**src/rtl/debug_mem_engine.sv**
```systemverilog
// Debug memory access engine: turns register-block write strobes and address
// changes into single-outstanding memory requests with timeout and sticky status.
module debug_mem_engine #(
    parameter int unsigned TIMEOUT_CYCLES = 1024
) (
    input  logic        i_clk,
    input  logic        i_rst_n,
    input  logic [31:0] debug_mem_addr,
    input  logic [31:0] debug_mem_data,
    input  logic        debug_mem_write_access,
    input  logic        i_status_clr,
    output logic [31:0] debug_mem_status,
    output logic [31:0] virt_debug_mem_data,
    output logic        o_mem_req,
    output logic        o_mem_we,
    output logic [31:0] o_mem_addr,
    output logic [31:0] o_mem_wdata,
    input  logic        i_mem_ack,
    input  logic [31:0] i_mem_rdata
);

    typedef enum logic [1:0] {
        IDLE   = 2'd0,
        WR_REQ = 2'd1,
        RD_REQ = 2'd2
    } state_t;

    localparam logic [15:0] TO_LAST = 16'(TIMEOUT_CYCLES - 1);

    state_t      state_q, state_d;
    logic [31:0] addr_q, addr_d;
    logic [31:0] mem_addr_q, mem_addr_d;
    logic [31:0] mem_wdata_q, mem_wdata_d;
    logic [31:0] rdback_q, rdback_d;
    logic        pw_valid_q, pw_valid_d;
    logic [31:0] pw_addr_q, pw_addr_d;
    logic [31:0] pw_data_q, pw_data_d;
    logic        rd_pend_q, rd_pend_d;
    logic        done_q, done_d;
    logic        timeout_q, timeout_d;
    logic        overflow_q, overflow_d;
    logic [7:0]  op_cnt_q, op_cnt_d;
    logic [15:0] to_cnt_q, to_cnt_d;

    logic        rd_pend_any;
    logic        launch;
    logic        set_timeout;
    logic        set_overflow;

    always_comb begin
        state_d      = state_q;
        addr_d       = debug_mem_addr;
        mem_addr_d   = mem_addr_q;
        mem_wdata_d  = mem_wdata_q;
        rdback_d     = rdback_q;
        pw_valid_d   = pw_valid_q;
        pw_addr_d    = pw_addr_q;
        pw_data_d    = pw_data_q;
        op_cnt_d     = op_cnt_q;
        to_cnt_d     = to_cnt_q;
        done_d       = done_q;
        launch       = 1'b0;
        set_timeout  = 1'b0;
        set_overflow = 1'b0;

        // A change seen this cycle counts as a pending read straight away.
        rd_pend_any = rd_pend_q | (debug_mem_addr != addr_q);
        rd_pend_d   = rd_pend_any;

        case (state_q)
            IDLE: begin
                if (debug_mem_write_access) begin
                    state_d     = WR_REQ;
                    mem_addr_d  = debug_mem_addr;
                    mem_wdata_d = debug_mem_data;
                    launch      = 1'b1;
                end else if (pw_valid_q) begin
                    state_d     = WR_REQ;
                    mem_addr_d  = pw_addr_q;
                    mem_wdata_d = pw_data_q;
                    pw_valid_d  = 1'b0;
                    launch      = 1'b1;
                end else if (rd_pend_any) begin
                    state_d    = RD_REQ;
                    mem_addr_d = debug_mem_addr;
                    rd_pend_d  = 1'b0;
                    launch     = 1'b1;
                end
            end
            WR_REQ, RD_REQ: begin
                if (debug_mem_write_access) begin
                    if (!pw_valid_q) begin
                        pw_valid_d = 1'b1;
                        pw_addr_d  = debug_mem_addr;
                        pw_data_d  = debug_mem_data;
                    end else begin
                        set_overflow = 1'b1;
                    end
                end
                // Ack beats a coincident timeout.
                if (i_mem_ack) begin
                    state_d  = IDLE;
                    rdback_d = (state_q == RD_REQ) ? i_mem_rdata : mem_wdata_q;
                    done_d   = 1'b1;
                    op_cnt_d = op_cnt_q + 8'd1;
                end else if (to_cnt_q == TO_LAST) begin
                    state_d     = IDLE;
                    set_timeout = 1'b1;
                end else begin
                    to_cnt_d = to_cnt_q + 16'd1;
                end
            end
            default: state_d = IDLE;
        endcase

        if (launch) begin
            to_cnt_d = 16'd0;
            done_d   = 1'b0;
        end

        timeout_d  = set_timeout  | (timeout_q  & ~i_status_clr);
        overflow_d = set_overflow | (overflow_q & ~i_status_clr);
    end

    always_ff @(posedge i_clk) begin
        if (!i_rst_n) begin
            state_q     <= IDLE;
            addr_q      <= debug_mem_addr;
            mem_addr_q  <= 32'd0;
            mem_wdata_q <= 32'd0;
            rdback_q    <= 32'd0;
            pw_valid_q  <= 1'b0;
            pw_addr_q   <= 32'd0;
            pw_data_q   <= 32'd0;
            rd_pend_q   <= 1'b0;
            done_q      <= 1'b0;
            timeout_q   <= 1'b0;
            overflow_q  <= 1'b0;
            op_cnt_q    <= 8'd0;
            to_cnt_q    <= 16'd0;
        end else begin
            state_q     <= state_d;
            addr_q      <= addr_d;
            mem_addr_q  <= mem_addr_d;
            mem_wdata_q <= mem_wdata_d;
            rdback_q    <= rdback_d;
            pw_valid_q  <= pw_valid_d;
            pw_addr_q   <= pw_addr_d;
            pw_data_q   <= pw_data_d;
            rd_pend_q   <= rd_pend_d;
            done_q      <= done_d;
            timeout_q   <= timeout_d;
            overflow_q  <= overflow_d;
            op_cnt_q    <= op_cnt_d;
            to_cnt_q    <= to_cnt_d;
        end
    end

    assign o_mem_req           = (state_q != IDLE);
    assign o_mem_we            = (state_q == WR_REQ);
    assign o_mem_addr          = mem_addr_q;
    assign o_mem_wdata         = mem_wdata_q;
    assign virt_debug_mem_data = rdback_q;
    assign debug_mem_status    = {16'h0000, op_cnt_q, 2'b00, rd_pend_q, pw_valid_q,
                                  overflow_q, timeout_q, done_q, o_mem_req};

endmodule

```
**config.mk**
```make
export PLATFORM = sky130hd
export DESIGN_NAME = debug_mem_engine
export DESIGN_NICKNAME = d
export VERILOG_FILES = /design/src/rtl/debug_mem_engine.sv
export SDC_FILE = /design/constraint.sdc
export NUM_CORES = 1
export LEC_CHECK = 0
export ABC_AREA = 1
export CAP_MARGIN = 20
export CELL_PAD_IN_SITES_DETAIL_PLACEMENT = 1
export CELL_PAD_IN_SITES_GLOBAL_PLACEMENT = 2
export CORE_MARGIN = 4
export CORE_UTILIZATION = 30
export CTS_CLUSTER_SIZE = 24
export DETAILED_ROUTE_END_ITERATION = 16
export PLACE_DENSITY_LB_ADDON = 0.12
export SETUP_SLACK_MARGIN = 0.05
export SKIP_LAST_GASP = 1
export SYNTH_ARGS = -nofsm -noshare
export SYNTH_HDL_FRONTEND = slang
export SYNTH_SLANG_ARGS = --single-unit
```
**constraint.sdc**
```tcl
create_clock -name i_clk -period 3.9 [get_ports i_clk]
set_input_delay 0.585 -clock i_clk [delete_from_list [all_inputs] [get_ports i_clk]]
set_output_delay 0.585 -clock i_clk [all_outputs]
set_load 0.05 [all_outputs]
```
Word-level counts from Yosys, hierarchy flattened

Index checks and enable logic that the tools add are counted.

Register bits: 223
Input bits: 101
Output and inout port bits: 130
Word-level logic and storage cells: 76

Add/sub/neg operators: 2
Eq/ne operators: 8
Mux-type cells: 28
Bitwise gates (word level): 10
Reductions and logical operators: 14

Operators by type and width:

| operator              | count |
|---|---|
| $mux 32               | 6 |
| $ne 32x32->1          | 1 |
| $add 16x1->16 const B | 1 |
| $eq 16x10->1 const B  | 1 |
| $mux 1                | 15 |
| $mux 2                | 5 |
| $reduce_and 3->1      | 3 |
| $add 8x1->8 const B   | 1 |
| $reduce_and 2->1      | 4 |
| $reduce_bool 2->1     | 3 |
| $not 1->1             | 5 |
| $ne 2x2->1 const B    | 2 |
| $ne 4x4->1 const B    | 1 |
| $pmux 2 s2            | 1 |
| $reduce_or 2->1       | 2 |
| $ne 3x3->1 const B    | 1 |
| $or 1x1->1            | 3 |
| $reduce_bool 3->1     | 1 |
| $and 1x1->1           | 2 |
| $eq 2x1->1 const B    | 1 |
| $eq 2x2->1 const B    | 1 |
| $logic_not 2->1       | 1 |
| $pmux 1 s2            | 1 |

Longest topological paths before layout

Word-level depth: 7
Gate-level depth with buffers: 14
Gate-level depth less buffers: 12

Least setup slack after synthesis

Ideal clock, no wire load.

Path type: flip-flop to output port
Start point: reg state_q[0]
End point: out debug_mem_status[0]
Arrival: 1.246 ns
Required time: 3.315 ns
Slack: 2.069 ns
Cell stages (with the launch flop): 5
Path buffers: 1
Cells stage by stage: dfxtp_1 > inv_1 > ha_1 > inv_1 > buf_4

Word-level cells in the longest chain between the ends: 1

RTL lines:

| what                     | RTL line | source |
|---|---|---|
| start: declaration       | 30       | `state_t state_q, state_d;` |
| start signal: assignment | 142      | `state_q <= state_d;` |
| $reduce_bool 2->1        | 159      | `assign o_mem_req = (state_q != IDLE);` |
| end: declaration         | 12       | `output logic [31:0] debug_mem_status,` |

No other way between the ends.

Worst setup path after layout

Start point: reg state_q[0]
End point: out o_mem_req

Word-level cells in the longest chain between the ends: 1

RTL lines:

| what              | RTL line | source |
|---|---|---|
| $reduce_bool 2->1 | 159      |  |
| end: declaration  | 14       | `output logic o_mem_req,` |

No other way between the ends.

==> flow_summary.json <==
{
  "run_status": "finished clean",
  "rsz0062_at_grt": "false",
  "p_seq_share_pct": 38.7,
  "internal_power_mw": 4.62,
  "maxCapViolCount": 0,
  "p_sw_share_pct": 34.6,
  "detail_route.first_pass.iterations": 4,
  "gr-total-overflow": 0,
  "timing_hold_violations_final": 0,
  "synth_enable_flop_cells": 0,
  "setup_viol_count_final": 0,
  "worst-r2r-setup-slack_ns": 1.60,
  "cts_resized": 0,
  "slew_headroom_pct": 38.1,
  "first_iteration_detailed_routing_drc_count": 333,
  "die_height_um": 188,
  "multiInputGateArea_um2": 4150,
  "antenna_violating_nets_post_route": 0,
  "setup_total_negative_slack_ns": 0,
  "asyncSetResetFlopFracSynth_pct": 0,
  "synth_top_flop_cell": "sky130_fd_sc_hd__dfxtp_1",
  "power.density_cell_area_nw_per_um2": 553,
  "die-area_um2": 35300,
  "max-clock-path-buffers": 3,
  "total_number_of_nets_in_the_final_design": 1587,
  "cts.repair_timing.setup_buffer_count": 0,
  "rows": 65,
  "peak_vdd_ir_uv": 313,
  "ys_seq_elements": 223,
  "worstSetupEndpointType": "output pin",
  "tritoncts": "built",
  "fillCellCount": 3840,
  "detailroute.via_count": 8859,
  "top_level_ports": 231,
  "dp.cells": 1854,
  "clock_power_share_pct": 33.3,
  "gp_routability_congestion": 0.757,
  "layout.cells.non_filler": 1901,
  "timing.final.crit_period_ns": 2.74,
  "skew_ns": 0.0130,
  "cts.reportedPaths.clkPinSlew_ns": 0.06,
  "setup.worst_path.start": "state_q[0]",
  "synth-seq-area-share_pct": 46.0,
  "vias_per_cell": 4.66,
  "tightest_slew_ns": 0.928,
  "slew_viol_final": 0,
  "total_power_mw": 7.07,
  "number_of_global_route_vias_before_repair": 8833,
  "syn_to_final_growth_pct": 31.8,
  "port_buffers": 212,
  "worst-endpoint-required_ns": 3.31,
  "yosysWarningCount": 0,
  "post-route-drc-count": 0,
  "synth_top_area_share_pct": 46.0,
  "floorplan.die.width_um": 188,
  "detailedPlace.worstSlack_ns": 0.744,
  "crit_arrival_ns": 2.16,
  "yosys.area.top_type": "sky130_fd_sc_hd__dfxtp_1",
  "register_area_um2": 4460,
  "criticalPathCategory": "reg -> out",
  "numCtsBuffers": 27,
  "crit-reg2reg-launch": "to_cnt_q[0]",
  "postLayoutSetupSlackWorst_ns": 1.16,
  "initial_utilization_pct": 30.6,
  "combPwrFrac_pct": 27.9,
  "finalCritPeriodShare_pct": 70.3,
  "layout_commonest_cell": "sky130_fd_sc_hd__nand2_1",
  "critPathLaunchType": "register",
  "drive_gt1_share_pct": 6.15,
  "synth_cell_type_count": 31,
  "timing.hold.worst.class": "reg -> reg",
  "grt_max_degree": 99,
  "clock.fmax_ghz": 0.365,
  "critical_path.max_fanout": 4,
  "grt_pass1_wl_um": 49100,
  "cts-htree-levels": 1,
  "clkSinkCount": 223,
  "syn-instance-count": 1315,
  "regToRegEndpoint": "to_cnt_q[10]",
  "synth_top_cells_by_area": "sky130_fd_sc_hd__dfxtp_1 (46%), sky130_fd_sc_hd__nand2_1 (10%), sky130_fd_sc_hd__nor2_1 (6.2%)",
  "cts.root.buffer_cell": "sky130_fd_sc_hd__clkbuf_16",
  "grtUsageTotal_pct": 16.9,
  "final_cell_mix": "sky130_fd_sc_hd__nand2_1 (267), sky130_fd_sc_hd__dfxtp_1 (223), sky130_fd_sc_hd__clkdlybuf4s50_1 (211)",
  "power.net_switching_mw": 2.44,
  "power_leakage_nw": 5.53,
  "mappedNetlistArea_um2": 9700,
  "detail_route.wl_per_cell_um": 16.2,
  "totalWireLength_um": 30900,
  "clk_latency_ns": 0.52,
  "crit_end": "o_mem_req",
  "r2r.worst_path.cells": 9,
  "postSynthAreaPerCell_um2": 7.38,
  "coreArea_um2": 31700,
  "total_half_perimeter_wirelength_after_legalization_and_detailed_placement_um": 20700,
  "initial_antenna_violation_count": 8,
  "holdBufCountCts": 0
}
-- metal layers --
layer  global-route usage, %  part of all wire (%)  vias up
met5                       0                  0.26        -
met4                    3.81                   2.0       12
met3                    4.78                   6.0       44
met2                    28.2                    46      170
met1                    21.8                    46     4152
li1                        -                     -     4481
-- kinds of logic (layout without fill, tap and decap cells) --
| group | Yosys count | count (layout) | synth area share, % |
|---|---|---|---|
| buffers and inverters | 261 | 425 | 12.0 |
| AND/OR/NAND/NOR | 525 | 525 | 21.8 |
| flip-flops | 223 | 223 | 46.0 |
| multiplexers | 27 | 27 | 3.13 |
| XOR/XNOR | 23 | 23 | 2.08 |
| AO/OA/AOI/OAI | 250 | 250 | 14.3 |
| adder cells (fa/ha/maj) | 5 | 5 | 0.645 |
| other | 1 | 21 | 0.0387 |
-- final cells by class --
class | instances | share of cell area [%]
Clock buffer | 42 | 6.35
Antenna cell | 3 | 0.0587
Clock inverter | 2 | 0.0783
Multi-Input combinational cell | 848 | 32.4
Sequential cell | 223 | 34.9
Tap cell | 402 | 3.93
Inverter | 157 | 4.61
Timing Repair Buffer | 224 | 17.6
-- critical path: stages, from the launching register on --
cell and delay [ns]:
sky130_fd_sc_hd__dfxtp_1 0.33, sky130_fd_sc_hd__inv_1 0.08, sky130_fd_sc_hd__ha_2 0.19, sky130_fd_sc_hd__inv_1 0.19
sky130_fd_sc_hd__clkdlybuf4s50_1 0.85
-- synthesized netlist by cell type, types with 11 or more instances --
cell,n
sky130_fd_sc_hd__a21oi_1,69
sky130_fd_sc_hd__a31oi_1,33
sky130_fd_sc_hd__buf_2,11
sky130_fd_sc_hd__buf_4,30
sky130_fd_sc_hd__clkbuf_1,46
sky130_fd_sc_hd__dfxtp_1,223
sky130_fd_sc_hd__inv_1,145
sky130_fd_sc_hd__inv_2,12
sky130_fd_sc_hd__mux2_2,17
sky130_fd_sc_hd__nand2_1,267
sky130_fd_sc_hd__nand3_1,82
sky130_fd_sc_hd__nor2_1,159
sky130_fd_sc_hd__o211ai_1,32
sky130_fd_sc_hd__o21ai_0,109
sky130_fd_sc_hd__xnor2_1,14
-- registers in the layout (all words and copies together) (netlist names), 2 cells and up --
signal / cells
o_mem_wdata: 32
o_mem_addr: 32
pw_addr_q: 32
to_cnt_q: 16
state_q: 2
addr_q: 32
virt_debug_mem_data: 32
pw_data_q: 32
op_cnt_q: 8
-- worst min-delay path by stage --
stage	slack, ns	end	depth (start not counted)	start
6_report	0.45	pw_addr_q[14]	2	pw_addr_q[14]
5_1_grt	0.46	pw_addr_q[14]	2	pw_addr_q[14]
4_1_cts	0.45	pw_addr_q[14]	2	pw_addr_q[14]
3_5_place_dp	0.44	pw_addr_q[14]	2	pw_addr_q[14]
3_3_place_gp	0.44	pw_addr_q[12]	2	pw_addr_q[12]
2_1_floorplan	0.42	pw_addr_q[12]	2	pw_addr_q[12]
-- power by group through the flow --
stage	Combinational (mW)	Clock, mW	Sequential [mW]
2_1_floorplan	0.784	0	3.30
3_3_place_gp	1.98	0	2.78
3_5_place_dp	2.00	0	2.79
4_1_cts	2.01	2.45	2.74
5_1_grt	2.15	2.54	2.78
6_report	1.97	2.36	2.74
-- stage by stage --
stage	hold slack (ns)	util (%)	instance area [µm²]
final	0.448	40.3	12800
after global routing	0.463	40.3	12800
after CTS	0.452	40.3	12800
after detailed placement	0.444	37.7	12000
after global placement	0.436	37.7	11900
after floorplan	0.425	-	9770
Power figures use the tool's default switching activity.
